## src/rtl/gpio_port.sv

```systemverilog
// 16-bit MSP430 GPIO port (P1 = bits 7:0, P2 = bits 15:8) at base 0x0200 with per-port edge interrupts.
// Define GPIO_SYNC_EN to add a two-flop synchronizer on pad_in ahead of PAIN and edge detection.
module gpio_port (
    input  logic        SysClock,
    input  logic        rst_n,
    input  logic [15:0] MAB,
    input  logic [15:0] MDB_in,
    output logic [15:0] MDB_out,
    input  logic        MW,
    input  logic        MR,
    input  logic        BW,
    input  logic [15:0] pad_in,
    output logic [15:0] pad_out,
    output logic [15:0] padir,
    output logic [15:0] paren,
    output logic        int_p1,
    output logic        int_p2
);

    localparam logic [4:0] OFF_IN   = 5'h00;
    localparam logic [4:0] OFF_OUT  = 5'h02;
    localparam logic [4:0] OFF_DIR  = 5'h04;
    localparam logic [4:0] OFF_REN  = 5'h06;
    localparam logic [4:0] OFF_P1IV = 5'h0E;
    localparam logic [4:0] OFF_IES  = 5'h18;
    localparam logic [4:0] OFF_IE   = 5'h1A;
    localparam logic [4:0] OFF_IFG  = 5'h1C;
    localparam logic [4:0] OFF_P2IV = 5'h1E;

    logic [15:0] pain;
    logic [15:0] prev;
    logic [15:0] out_q;
    logic [15:0] dir_q;
    logic [15:0] ren_q;
    logic [15:0] ies_q;
    logic [15:0] ie_q;
    logic [15:0] ifg_q;
    logic [15:0] ifg_next;
    logic [15:0] edge_set;
    logic [15:0] rword;
    logic [15:0] wmask;
    logic [15:0] wdata;
    logic [4:0]  off;
    logic        legal;
    logic        wr;
    logic        rd;
    logic        byte_hi;

    // Word accesses to odd addresses never decode.
    assign legal   = (MAB[15:5] == 11'h010) && (BW || !MAB[0]);
    assign off     = {MAB[4:1], 1'b0};
    assign wr      = MW && legal;
    assign rd      = MR && legal;
    assign byte_hi = BW && MAB[0];
    assign wmask   = BW ? (MAB[0] ? 16'hFF00 : 16'h00FF) : 16'hFFFF;
    assign wdata   = BW ? {MDB_in[7:0], MDB_in[7:0]} : MDB_in;

    function automatic logic [15:0] merge(input logic [15:0] old_v, input logic [15:0] new_v,
                                          input logic [15:0] mask);
        return (old_v & ~mask) | (new_v & mask);
    endfunction

    // Vector value 2*(k+1) for the lowest set flag k; bit 0 has highest priority.
    function automatic logic [15:0] iv_value(input logic [7:0] f);
        logic [15:0] v;
        v = 16'h0000;
        for (int i = 7; i >= 0; i--) begin
            if (f[i]) v = 16'((i + 1) * 2);
        end
        return v;
    endfunction

    function automatic logic [7:0] lowest_bit(input logic [7:0] f);
        return f & (~f + 8'd1);
    endfunction

`ifdef GPIO_SYNC_EN
    logic [15:0] meta;
    always_ff @(posedge SysClock or negedge rst_n) begin
        if (!rst_n) begin
            meta <= 16'h0000;
            pain <= 16'h0000;
        end else begin
            meta <= pad_in;
            pain <= meta;
        end
    end
`else
    always_ff @(posedge SysClock or negedge rst_n) begin
        if (!rst_n) pain <= 16'h0000;
        else        pain <= pad_in;
    end
`endif

    assign edge_set = (pain & ~prev & ~ies_q) | (~pain & prev & ies_q);

    // Software clears and writes first; a hardware edge on the same clock always wins.
    always_comb begin
        ifg_next = ifg_q;
        if (wr && off == OFF_IFG)  ifg_next = merge(ifg_q, wdata, wmask);
        if (wr && off == OFF_P1IV) ifg_next[7:0] = 8'h00;
        if (wr && off == OFF_P2IV) ifg_next[15:8] = 8'h00;
        if (rd && !byte_hi && off == OFF_P1IV)
            ifg_next[7:0] = ifg_next[7:0] & ~lowest_bit(ifg_q[7:0]);
        if (rd && !byte_hi && off == OFF_P2IV)
            ifg_next[15:8] = ifg_next[15:8] & ~lowest_bit(ifg_q[15:8]);
        ifg_next = ifg_next | edge_set;
    end

    always_ff @(posedge SysClock or negedge rst_n) begin
        if (!rst_n) begin
            prev  <= 16'h0000;
            out_q <= 16'h0000;
            dir_q <= 16'h0000;
            ren_q <= 16'h0000;
            ies_q <= 16'h0000;
            ie_q  <= 16'h0000;
            ifg_q <= 16'h0000;
        end else begin
            prev  <= pain;
            ifg_q <= ifg_next;
            if (wr) begin
                case (off)
                    OFF_OUT: out_q <= merge(out_q, wdata, wmask);
                    OFF_DIR: dir_q <= merge(dir_q, wdata, wmask);
                    OFF_REN: ren_q <= merge(ren_q, wdata, wmask);
                    OFF_IES: ies_q <= merge(ies_q, wdata, wmask);
                    OFF_IE:  ie_q  <= merge(ie_q, wdata, wmask);
                    default: ;
                endcase
            end
        end
    end

    always_comb begin
        rword = 16'h0000;
        case (off)
            OFF_IN:   rword = pain;
            OFF_OUT:  rword = out_q;
            OFF_DIR:  rword = dir_q;
            OFF_REN:  rword = ren_q;
            OFF_P1IV: rword = iv_value(ifg_q[7:0]);
            OFF_IES:  rword = ies_q;
            OFF_IE:   rword = ie_q;
            OFF_IFG:  rword = ifg_q;
            OFF_P2IV: rword = iv_value(ifg_q[15:8]);
            default:  rword = 16'h0000;
        endcase
    end

    always_comb begin
        MDB_out = 16'h0000;
        if (legal) begin
            if (!BW)         MDB_out = rword;
            else if (MAB[0]) MDB_out = {8'h00, rword[15:8]};
            else             MDB_out = {8'h00, rword[7:0]};
        end
    end

    assign pad_out = out_q;
    assign padir   = dir_q;
    assign paren   = ren_q;
    assign int_p1  = |(ifg_q[7:0] & ie_q[7:0]);
    assign int_p2  = |(ifg_q[15:8] & ie_q[15:8]);

endmodule

```

## config.mk

```make
export PLATFORM = sky130hd
export DESIGN_NAME = gpio_port
export DESIGN_NICKNAME = d
export VERILOG_FILES = /design/src/rtl/gpio_port.sv
export SDC_FILE = /design/constraint.sdc
export NUM_CORES = 1
export LEC_CHECK = 0
export CORE_MARGIN = 2
export CORE_UTILIZATION = 48
export CTS_CLUSTER_DIAMETER = 200
export DETAILED_ROUTE_END_ITERATION = 7
export PLACE_DENSITY = 0.77
export SYNTH_ARGS = -nofsm -noshare
export SYNTH_HDL_FRONTEND = slang
export SYNTH_SLANG_ARGS = --single-unit
```

## constraint.sdc

```tcl
create_clock -name SysClock -period 2.1 [get_ports SysClock]
set_input_delay 0.42 -clock SysClock [delete_from_list [all_inputs] [get_ports SysClock]]
set_output_delay 0.42 -clock SysClock [all_outputs]
set_load 0.05 [all_outputs]
```

# After elaboration in Yosys (flattened, before gate mapping)

Cells that the tools add are included.
W data, S select, Z words.

Flip-flop bits (word level): 128
Output and inout bits: 66
Input port bits: 53
Logic and storage cells: 101

Bitwise gates (word level): 33
Equality and inequality tests: 9
Muxes and demuxes: 28
Reduce and logical (&&, ||, !) cells: 21
Add/subtract/negate cells: 2

Operators with widths:

| cell                  | count |
|---|---|
| $mux W16              | 20 |
| $and A16 B16 Y16      | 11 |
| $pmux W16 S9          | 1 |
| $or A16 B16 Y16       | 8 |
| $not A16 Y16          | 4 |
| $and A8 B8 Y8         | 6 |
| $mux W8               | 5 |
| $not A8 Y8            | 4 |
| $add A8 B1 Y8 const B | 2 |
| $eq A4 B4 Y1 const B  | 4 |
| $reduce_or A8 Y1      | 2 |
| $eq A11 B5 Y1 const B | 1 |
| $logic_and A1 B1 Y1   | 10 |
| $mux W5               | 2 |
| $reduce_and A2 Y1     | 5 |
| $eq A4 B2 Y1 const B  | 2 |
| $logic_not A5 Y1      | 1 |
| $eq A4 B1 Y1 const B  | 1 |
| $eq A4 B3 Y1 const B  | 1 |
| $logic_not A1 Y1      | 2 |
| $logic_or A1 B1 Y1    | 1 |

# Logic depth before layout (Yosys ltp)

Gate-level depths: netlist (run 1).

Depth in word-level cells: 12
Depth in mapped cells: 8
Mapped depth without buffers: 5

# Least setup slack after synthesis (run 1)

Ideal clock, no wire load.

Path type: in2out
Start: input port MAB[3]
End: output port MDB_out[2]
Buffers on the path: 3
Required time: 1680 ps
Slack: -1018 ps
Arrival: 2698 ps
Stages: 8
Cell sequence: buf_2 -> clkbuf_1 -> and4b_1 -> buf_2 -> a22oi_1 -> nand2_1 -> a21oi_1 -> a211oi_1

Word-level cells in the longest chain between the ends: 5
Elaborated cells on any way between the ends: 13
Classes of those cells: 8 x eq/ne; 4 x mux; 1 x reduce/logical

Ends and longest elaborated chain:

| element                              | line | RTL |
|---|---|---|
| from (decl)                          | 6    | `input logic [15:0] MAB,` |
| $eq A4 B4 Y1 (tied with other cells) | 137  | `case (off)` |
| $pmux W16 S9 (*)                     | 137  |  |
| $mux W8                              | 155  | `else if (MAB[0]) MDB_out = {8'h00, rword[15:8]};` |
| $mux W16 (*)                         | 154  | `if (!BW) MDB_out = rword;` |
| $mux W16 (*)                         | 153  | `if (legal) begin` |
| to (decl)                            | 8    | `output logic [15:0] MDB_out,` |

Mark *: on every way between the ends. The rest lies on a longest branch, timed or not.

# Final worst setup path (run 1)

Start: register ifg_q[12]
End: output port MDB_out[1]

Word-level cells in the longest chain between the ends: 9

Ends and longest elaborated chain:

| element                   | line | RTL |
|---|---|---|
| from (decl)               | 37   | `logic [15:0] ifg_q;` |
| from (signal assigned)    | 121  | `ifg_q <= ifg_next;` |
| $mux W16 (*) (5 in a row) | 68   | `if (f[i]) v = 16'((i + 1) * 2);` |
| $pmux W16 S9 (*)          | 137  |  |
| $mux W8                   | 155  |  |
| $mux W16 (*)              | 154  |  |
| $mux W16 (*)              | 153  |  |

Marked as above.

==> flow_summary.yaml, run 1 <==
synth:
  combinational_family_with_the_most_area_after_synthesis: "simple AND/OR/NAND/NOR gates"
  synth.ff_latch_count: 128
  synth_top_area_share_pct: 48.9
  ys_async_sr_fraction_pct: 100
  synth.area.top_cells: "dfrtp_1 49%, mux2_2 8.9%, nand2_1 4.1%"
  yosys_most_used_dff: "dfrtp_1"
  synthesis.instances: 625
  synth_simple_gate_area_share_pct: 17.9
  synthAdderAreaFrac_pct: 0
  yosysWarnings: 0
  syn-cell-area_um2: 6550
  yosysTopAreaCell: "dfrtp_1"
  ys_types: 64
  share_of_the_synthesized_area_in_compound_gates_ao_oa_aoi_oai_pct: 15.9
  synth_sequential_area_ratio_pct: 48.9
  synth.net_count: 678
  synth_xor_area_share_pct: 0
  synth.avg_cell_area_um2: 10.5
  multiplexer_share_of_the_synthesized_area_pct: 14.1
  number_of_flops_mapped_to_enable_cells_by_yosys: 0
global_routing:
  grt_first_pass_wirelength_mm: 38.3
  number_of_global_route_vias_before_repair: 6746
  grt.total_usage_pct: 35.0
  grt_antenna_before_repair: 0
  largest_net_degree_at_the_start_of_global_routing: 46
  grt_remaining_overflow: 0
drt:
  viasPerCell: 5.93
  via_count: 6516
  drcViolationCount: 0
  drtAntennaViolNets: 0
  drtIter0Drc: 717
  post_drt_wl_per_cell_um: 22.9
  first_pass_iters: 8
  routed_wl_mm: 25.2
hold_path:
  timing.hold.worst.class: "flop to flop"
clock_network:
  maximum_count_of_clock_buffers_along_a_single_path: 2
  numClockSinks: 128
  number_of_buffers_added_by_the_clock_tree_synthesis_step: 17
  cts_htree_levels: 4
  cts.root.buffer_cell: "clkbuf_16"
  clkLatencyLatePin_ns: 0.43
  clock_tree_from_tritoncts: "yes"
  clkSlewWorstSetupHoldPaths_ns: 0.06
pwr:
  combinational_power_share_pct: 11.0
  power.static_leakage_nw: 4.97
  cellInternalPower_mw: 4.77
  switching_share_pct: 24.2
  peakVddDrop_uv: 786
  power_frac_clock_pct: 48.9
  total_power_divided_by_cell_area_nw_per_um2: 579
  power_switching_mw: 1.52
  seq_power_share_pct: 40.1
floorplan:
  io-pin-count: 119
  dieHeight_um: 121
  floorplan_die_area_um2: 14600
  core.rowCount: 42
  initial_util_pct: 49.3
  die_w_um: 121
  core_um2: 13300
finish:
  ant_diodes: 0
  finalNetCount: 962
  final_cell_mix: "141 x buf_4, 122 x dfrtp_1, 67 x nand2_1"
  mostFrequentLayoutCell: "buf_4"
  fill_cells: 817
  share_of_layout_cells_above_drive_strength_1_pct: 43.8
  area_of_combinational_cells_with_multiple_inputs_um2: 3810
  area.growth.synth_to_final_pct: 66.1
  sequential_cell_area_um2: 3210
placement:
  hpwl_mm: 17.7
  place.gp.congestion: 0.955
  portBuffers: 118
  dp_slack_ns: -0.940
timing:
  setup_viol_count_final: 16
  rsz0062_at_grt: "true"
  max_slew_margin_pct: 64.2
  timing.final.crit_period_ns: 2.49
  max_clock_freq_ghz: 0.401
  timing.final.max_slew_violations: 0
  post-route-worst-setup-slack_ns: -0.391
  fin_skew_ns: 0.00710
  setup-tns-final_ns: -4.41
  report.final.hold_viol_count: 0
  worst-slew-pin-transition_ns: 0.536
  finalCritPeriodShare_pct: 119
critical_path:
  worst_path_most_repeated_cell: "buf_6"
  type_of_element_launching_the_critical_path: "flop"
  critical_path.n_buffers_inverters: 3
  cp.arrival_ns: 2.07
  crit_chain: "buf_6 > buf_6 > o211ai_1 > a21oi_2 > a2111oi_4 > a211oi_4 > buf_12"
  worstSetupEndpointType: "output pin"
  crit_family: "compound AO/OA/AOI/OAI gates"
  setup_slack_reg_to_reg_ns: 0.10
  critical_path_peak_fanout: 4
  worstPathRequired_ns: 1.68
  critical_path.max_stage_delay_ns: 0.45
  critical_path.slowest_cell: "dfrtp_2"
  worst-setup-path-type: "flop to output pin"
run_status:
  violations_in_the_final_reports: "negative setup slack"
  status: "finished, violations left"
flow_run:
  drv.max_cap_violation_count: 0
-- final cells by class --
cell class,count,share of cell area (%)
repair buffers,300,27.5
flip-flops and latches,128,29.5
clock inverters,13,1.48
well taps,176,2.02
multi-input cells,454,35.0
clock buffers,19,4.16
inverters,8,0.276
-- power groups by stage --
stage | sequential (mW) | combinational (mW) | clock [mW]
floorplan | 2.56 | 0.219 | 0
finish | 2.53 | 0.690 | 3.08
CTS | 2.52 | 0.624 | 3.08
global placement | 2.57 | 0.560 | 0
global route | 2.53 | 0.727 | 3.19
detailed placement | 2.57 | 0.570 | 0
-- repair_timing --
action,4_1_cts,5_1_grt
setup buffers,36,18
gates cloned,2,0
resized for setup,144,96
pin swaps,38,46
hold buffers,1,0
setup endpoints to repair,77,64
endpoints found under the hold margin,26,0
-- layer usage --
metal	up-vias	wire, µm	track usage (%)
li1	2896	-	-
met1	3244	9950	44.8
met2	315	12700	58.9
met3	61	1750	6.32
met4	0	789	14.2
met5	-	0	0
-- logic make-up (layout without fill, tap and decap cells) --
kind of cell / Yosys count / after routing
AOI/OAI and AO/OA: 158 / 158
and+or+nand+nor: 214 / 215
buffers and inverters: 44 / 340
muxes: 81 / 81
DFF: 128 / 128
-- synth_stat cells (5+ instances only) --
master    count
a211oi_1      9
a21oi_1      30
a221oi_1      5
a22oi_1      15
a32o_1        5
and2_1        5
and3_1        7
and4_1        5
buf_2        14
clkbuf_1     17
dfrtp_1     128
inv_1         8
mux2_2       52
mux2i_1      25
nand2_1      71
nand2b_1      5
nand3_1       7
nand4_1       7
nor2_1       48
nor2b_1      12
nor3_1        9
nor3b_1       8
o21ai_0      48
o31ai_1      13
-- through the flow --
| step | std cells | power (mW) | hold WS (ns) | util [%] | cell area [µm²] |
|---|---|---|---|---|---|
| finish | 1098 | 6.29 | 0.408 | 81.8 | 10900 |
| global route | 1098 | 6.44 | 0.425 | 81.8 | 10900 |
| CTS | 1089 | 6.23 | 0.427 | 78.5 | 10400 |
| detailed placement | 1025 | 3.14 | 0.378 | 69.8 | 9280 |
| global placement | 1025 | 3.13 | 0.371 | 69.8 | 9280 |
| floorplan | 625 | 2.78 | 0.124 | - | 6870 |
-- final timing paths --
| check | from | to | cells past startpoint |
|---|---|---|---|
| max in group asynchronous | rst_n | async pin | 3 |
| worst max register to register | ifg_q[6]$_DFF_PN0_ | ifg_q[7]$_DFF_PN0_ | 10 |
| worst max-delay path | ifg_q[12]$_DFF_PN0_ | MDB_out[1] | 7 |
| worst min-delay path | pain[10]$_DFF_PN0_ | prev[10]$_DFF_PN0_ | 0 |
| worst min register to register | pain[10]$_DFF_PN0_ | prev[10]$_DFF_PN0_ | 0 |
| min in group asynchronous | rst_n | pain[6]$_DFF_PN0_ | 2 |
No activity file was read; power rests on OpenSTA's default activity.
==> inputs of run 2 (changes only) <==
SLEW_MARGIN = 20   (was default)
==> results of run 2 <==
The final DEF is identical to that of run 1; final timing and power are the same.
